`config.mk`:
```
export PLATFORM = sky130hd
export DESIGN_NAME = mem_access_unit
export DESIGN_NICKNAME = d
export VERILOG_FILES = /design/src/rtl/mem_access_unit.sv
export SDC_FILE = /design/constraint.sdc
export NUM_CORES = 1
export LEC_CHECK = 0
export BUFFER_PORTS_ARGS = -buffer_cell sky130_fd_sc_hd__buf_4
export CORE_MARGIN = 2
export CORE_UTILIZATION = 52
export CTS_BUF_LIST = sky130_fd_sc_hd__clkbuf_8
export CTS_CLUSTER_DIAMETER = 100
export DETAILED_ROUTE_END_ITERATION = 7
export PLACE_DENSITY_LB_ADDON = 0.1
export SYNTH_ARGS = -nofsm -noshare
export SYNTH_HDL_FRONTEND = slang
export SYNTH_SLANG_ARGS = --single-unit
```
`constraint.sdc`:
```
create_clock -name clk -period 1.6 [get_ports clk]
set_input_delay 0.32 -clock clk [delete_from_list [all_inputs] [get_ports clk]]
set_output_delay 0.32 -clock clk [all_outputs]
set_load 0.1 [all_outputs]
```
`src/rtl/mem_access_unit.sv`:
```
// mem_access_unit: MEM stage with a two-state data-memory handshake feeding the MEM/WB register.
// Define MEM_TIMEOUT_EN to add an abort timer on the REQ state (limit set by TIMEOUT_CYCLES).
//   state | meaning
//   IDLE  | accept ALU/link results in one cycle, or launch a memory op
//   REQ   | dmem_req held with stable addr/wdata/we until dmem_ack (or timeout)
module mem_access_unit #(
    parameter int TIMEOUT_CYCLES = 64
) (
    input  logic        clk,
    input  logic        rst_n,
    input  logic        flush,
    input  logic        mem_read_in,
    input  logic        mem_write_in,
    input  logic        mem_to_reg_in,
    input  logic        reg_write_in,
    input  logic        link_en_in,
    input  logic [31:0] alu_result_in,
    input  logic [31:0] write_data_in,
    input  logic [4:0]  dest_reg_in,
    input  logic [31:0] link_data_in,
    output logic        stall_o,
    output logic        dmem_req,
    output logic        dmem_we,
    output logic [31:0] dmem_addr,
    output logic [31:0] dmem_wdata,
    input  logic        dmem_ack,
    input  logic [31:0] dmem_rdata,
    output logic        wb_reg_write,
    output logic [4:0]  wb_dest_reg,
    output logic [31:0] wb_data,
    output logic        dmem_timeout_err
);

    typedef enum logic {IDLE = 1'b0, REQ = 1'b1} state_t;

    state_t      state, state_nxt;
    logic        mem_op;
    logic        capture;
    logic        timeout_hit;
    logic        mem_to_reg_q;
    logic        reg_write_q;
    logic        link_en_q;
    logic [4:0]  dest_q;
    logic [31:0] link_data_q;
    logic        wb_reg_write_nxt;
    logic [4:0]  wb_dest_nxt;
    logic [31:0] wb_data_nxt;

    assign mem_op = (mem_read_in | mem_write_in) & ~flush;

    always_comb begin
        state_nxt        = state;
        stall_o          = 1'b0;
        capture          = 1'b0;
        wb_reg_write_nxt = 1'b0;
        wb_dest_nxt      = wb_dest_reg;
        wb_data_nxt      = wb_data;
        case (state)
            IDLE: begin
                if (mem_op) begin
                    stall_o   = 1'b1;
                    capture   = 1'b1;
                    state_nxt = REQ;
                end else begin
                    wb_reg_write_nxt = reg_write_in & ~flush;
                    wb_dest_nxt      = dest_reg_in;
                    wb_data_nxt      = link_en_in ? link_data_in : alu_result_in;
                end
            end
            REQ: begin
                if (dmem_ack) begin
                    state_nxt        = IDLE;
                    wb_reg_write_nxt = reg_write_q;
                    wb_dest_nxt      = dest_q;
                    // dmem_addr doubles as the latched ALU result
                    wb_data_nxt      = mem_to_reg_q ? dmem_rdata
                                                    : (link_en_q ? link_data_q : dmem_addr);
                end else if (timeout_hit) begin
                    state_nxt = IDLE;
                end else begin
                    stall_o = 1'b1;
                end
            end
            default: state_nxt = IDLE;
        endcase
    end

    always_ff @(posedge clk or negedge rst_n) begin
        if (!rst_n) begin
            state        <= IDLE;
            dmem_req     <= 1'b0;
            dmem_we      <= 1'b0;
            dmem_addr    <= 32'd0;
            dmem_wdata   <= 32'd0;
            mem_to_reg_q <= 1'b0;
            reg_write_q  <= 1'b0;
            link_en_q    <= 1'b0;
            dest_q       <= 5'd0;
            link_data_q  <= 32'd0;
            wb_reg_write <= 1'b0;
            wb_dest_reg  <= 5'd0;
            wb_data      <= 32'd0;
        end else begin
            state        <= state_nxt;
            dmem_req     <= (state_nxt == REQ);
            wb_reg_write <= wb_reg_write_nxt;
            wb_dest_reg  <= wb_dest_nxt;
            wb_data      <= wb_data_nxt;
            if (capture) begin
                dmem_we      <= mem_write_in;
                dmem_addr    <= alu_result_in;
                dmem_wdata   <= write_data_in;
                mem_to_reg_q <= mem_to_reg_in;
                reg_write_q  <= reg_write_in;
                // a combined read+write never selects the link value
                link_en_q    <= link_en_in & ~(mem_read_in & mem_write_in);
                link_data_q  <= link_data_in;
                dest_q       <= dest_reg_in;
            end else if (state_nxt == IDLE) begin
                dmem_we <= 1'b0;
            end
        end
    end

`ifdef MEM_TIMEOUT_EN
    logic [7:0] tmo_cnt;
    logic       tmo_err_q;

    assign timeout_hit      = (state == REQ) && (tmo_cnt == 8'(TIMEOUT_CYCLES - 1));
    assign dmem_timeout_err = tmo_err_q;

    always_ff @(posedge clk or negedge rst_n) begin
        if (!rst_n) begin
            tmo_cnt   <= 8'd0;
            tmo_err_q <= 1'b0;
        end else begin
            tmo_err_q <= timeout_hit & ~dmem_ack;
            if ((state == REQ) && !dmem_ack && !timeout_hit)
                tmo_cnt <= tmo_cnt + 8'd1;
            else
                tmo_cnt <= 8'd0;
        end
    end
`else
    // timer compiled out: REQ waits for ack indefinitely; parameter stays referenced
    assign timeout_hit      = 1'b0 & (TIMEOUT_CYCLES > 0);
    assign dmem_timeout_err = 1'b0;
`endif

endmodule
```
# Yosys cells after proc, flatten, opt, wreduce, memory -nomap -nowiden
# Cells that the tools add are included.
# totals
ff_bits	144
elab_cells	42
output_inout_bits	106
in_bits	142
# op_classes
reduce_logical	1
eq_ne	3
n_bitwise	8
muxes	18
# ops
cell	n
$mux W32	5
$pmux W32 S2	1
$mux W5	2
$pmux W5 S2	1
$mux W1	7
$and A1 B1 Y1	4
$ne A2 B2 Y1 const B	2
$pmux W1 S2	2
$not A1 Y1	3
$ne A2 B1 Y1 const B	1
$reduce_and A2 Y1	1
$or A1 B1 Y1	1

# Logic depth before layout (Yosys ltp)
# depth
word_depth	6
depth_mapped	6
mapped_depth_nobuf	3

# Worst setup path after synthesis
# OpenSTA, ideal clock, no wires.
# synth_timing
path_type	register to output
from	register state
to	output port stall_o
path_buffers	2
path_stages_with_launch	5
slack_ns	-0.590
t_required_ns	1.280
arrival_time_ns	1.870
path_cell_list	dfrtp_1 -> buf_4 -> nand2b_1 -> o21ai_2 -> buf_2
# synth_via
elab_chain_len	2
# synth_rtl
element	line_no	rtl
from (decl)	36	state_t state, state_nxt;
from (signal assigned)	104	state <= state_nxt;
$not A1 Y1	n/a	
$pmux W1 S2 *	58	case (state)
to (decl)	21	output logic stall_o,
# Mark *: on every way between the ends. The rest lies on a longest branch, timed or not.

# Worst setup path after layout
# Same ends and word-level chain as after synthesis.

==> flow_summary.json <==
{
  "rsz0062_at_grt": "true",
  "period_minus_slack_ns": 1.68,
  "cp-end-kind": "output pin",
  "setup_tns_ns": -2.24,
  "hp-start": "flush",
  "routabilityCongestion": 0.828,
  "dpl.hpwl_um": 13400,
  "syn_area_mm2": 0.00708,
  "synthDistinctLibCells": 25,
  "grt_pass1_vias": 5694,
  "power.density_mw_per_mm2": 1780,
  "drt-total-wl_um": 19700,
  "drv_slew": 0,
  "grt_max_degree": 38,
  "fmax_ghz": 0.594,
  "crit_path_start_kind": "flop",
  "grt_pass1_wl_um": 30400,
  "wire_per_inst_um": 20.6,
  "reg2reg_from": "state",
  "path_max_fanout": 5,
  "root_buffer": "clkbuf_8",
  "setup_viol": 76,
  "status": "finished, violations left",
  "cts-htree-levels": 4,
  "crit_start": "state",
  "skew_ns": 0.00990,
  "ir_drop_mv": 1.33,
  "drt_first_iter_violations": 304,
  "finalCritPeriodShare_pct": 105,
  "n_fill_cell": 878,
  "clkSlewWorstSetupHoldPaths_ns": 0.07,
  "hold_class": "input pin to flop",
  "rows": 42,
  "die_area_mm2": 0.0146,
  "slowest_stage": "dfrtp_4",
  "clock_latency_ns": 0.45,
  "start_util_pct": 53.4,
  "r2r_end": "link_data_q[26]",
  "vias_per_cell": 5.58,
  "hold_viol_final": 0,
  "synthCells": 507,
  "holdPathStages": 2,
  "io_pins": 248,
  "p_leak_nw": 4.98,
  "chipWidth_um": 121,
  "portBuffers": 246,
  "postRouteAntennaNets": 0,
  "ys_seq_elements": 144,
  "rr_worst_depth": 5,
  "cts_tree": "done",
  "path_cells": "o21ai_4 -> buf_12",
  "antenna_cells": 0,
  "num-nets-final": 908,
  "drive_above_1_share_pct": 55.2,
  "placed_area_mm2": 0.00923,
  "cts_max_path_buffers": 2,
  "drc": 0,
  "grt.overflow.total": 0,
  "yosys_warnings": 0,
  "critical_path_class": "flop to output pin",
  "syn2layout_area_growth_pct": 40.3,
  "cts_buffers": 17,
  "coreArea_mm2": 0.0132,
  "avgSynthCellArea_um2": 14.0,
  "cts.sinks": 144,
  "firstDrtPassIters": 5,
  "synth-seq-area-share_pct": 50.9,
  "setup_ws_ns": -0.0830,
  "fp.dieH_um": 121,
  "track_usage_pct": 27.5,
  "cp_data_required_time_ns": 1.28,
  "antenna_found_initial": 0,
  "final_area_mm2": 0.00993,
  "hold_path_end": "dmem_we",
  "r2r_setup_slack_ns": -0.05,
  "p_total_mw": 17.7,
  "cap_violations": 0,
  "cp.arrival_ns": 1.36,
  "violations": "negative setup slack",
  "max_stage_delay_ns": 0.52,
  "dr_total_vias": 5325,
  "synth_fp_nets": 649
}
[per-layer routing]
| layer | GRT usage, % | up-vias | share of wire, % |
|---|---|---|---|
| met4 | 11.8 | 0 | 2.5 |
| met5 | 0 | - | 0 |
| li1 | - | 2373 | - |
| met1 | 35.6 | 2672 | 42 |
| met2 | 44.5 | 245 | 48 |
| met3 | 6.32 | 35 | 7.1 |
[cells in the final DEF (no fill, tap or decap), types with 2 or more instances in the layout]
cell type	synthesis	layout
nand3_1	2	2
buf_12	0	14
clkbuf_8	0	23
inv_1	3	4
dfrtp_1	144	142
a211o_1	32	32
mux2_1	2	2
clkbuf_16	0	4
nor3b_1	32	32
mux2_2	52	52
clkinv_4	0	2
a211oi_1	32	32
nor2b_1	32	32
o21ai_4	0	3
nand2_1	2	2
buf_4	5	259
bufinv_16	0	5
buf_6	10	2
mux2_4	60	60
mux2i_1	64	64
[cells in the mapped netlist (all sizes together)]
library cell,number,area share (%)
inv,3,0.16
o32ai,1,0.12
a211oi,32,3.4
nor2b,32,2.8
a21boi,1,0.11
dfrtp,144,51
conb,1,0.053
mux2,114,21
nand3,2,0.14
buf,30,3.2
mux2i,64,9.1
nand2,2,0.11
o21bai,1,0.16
nand2b,1,0.088
o21ai,2,0.25
clkbuf,11,0.58
a211o,32,4.0
nor2,2,0.21
nor3b,32,3.4
[power breakdown]
group | total, mW | switching (mW) | internal [mW]
registers | 5.15 | 0.607 | 4.54
clock network | 3.49 | 1.38 | 2.11
logic | 9.08 | 6.47 | 2.61
[what timing repair did]
item | 4_1_cts | 5_1_grt
resized for setup | 7 | 5
setup endpoints to repair | 2 | 15
cloned | 0 | 5
hold buffers | 1 | 0
buffers inserted | 3 | 1
hold endpoints to repair | 25 | 0
pin swaps | 1 | 0
[area by class of cell]
type                            count  area [um^2]  area share, %
Tap cell                          176          220           2.22
Clock buffer                       23          317           3.19
Sequential cell                   144         3610           36.3
Multi-Input combinational cell    320         3240           32.6
Clock inverter                      9          176           1.78
Timing Repair Buffer              280         2360           23.7
Inverter                            3         11.3          0.113
[cell families (layout without fill, tap and decap cells)]
group | Yosys count | in the layout | synth area share [%]
compound gates | 69 | 70 | 7.99
buf+inv | 44 | 315 | 3.91
flops | 144 | 144 | 50.9
mux | 178 | 178 | 30.4
other cells | 1 | 1 | 0.0530
simple gates | 71 | 71 | 6.77
[how the worst max path moves through the flow]
stage                         end  slack [ns]  cells past startpoint
finish                    stall_o       -0.08                      2
global route              stall_o       -0.14                      2
CTS                       stall_o       -0.12                      2
detailed placement  dmem_addr[19]        0.04                      4
global placement    dmem_addr[15]        0.08                      4
floorplan            dmem_addr[0]       -0.07                      6
[critical path, delay by kind of cell (launching register included)]
| family | cells | cell delay, ns |
|---|---|---|
| flip-flops | 1 | 0.52 |
| AO/OA/AOI/OAI | 1 | 0.19 |
| buffers and inverters | 1 | 0.20 |
[per-stage QoR]
stage | instances | hold slack, ns | worst slack [ns] | utilization, %
after detailed placement | 913 | 0.227 | 0.0449 | 69.7
after global routing | 955 | 0.0600 | -0.142 | 75.0
after CTS | 949 | 0.0475 | -0.121 | 73.9
after floorplan | 507 | 0.0244 | -0.0658 | -
after global placement | 913 | 0.224 | 0.0770 | 69.7
final | 955 | 0.0824 | -0.0830 | 75.0
(Power assumes the default switching activity.)
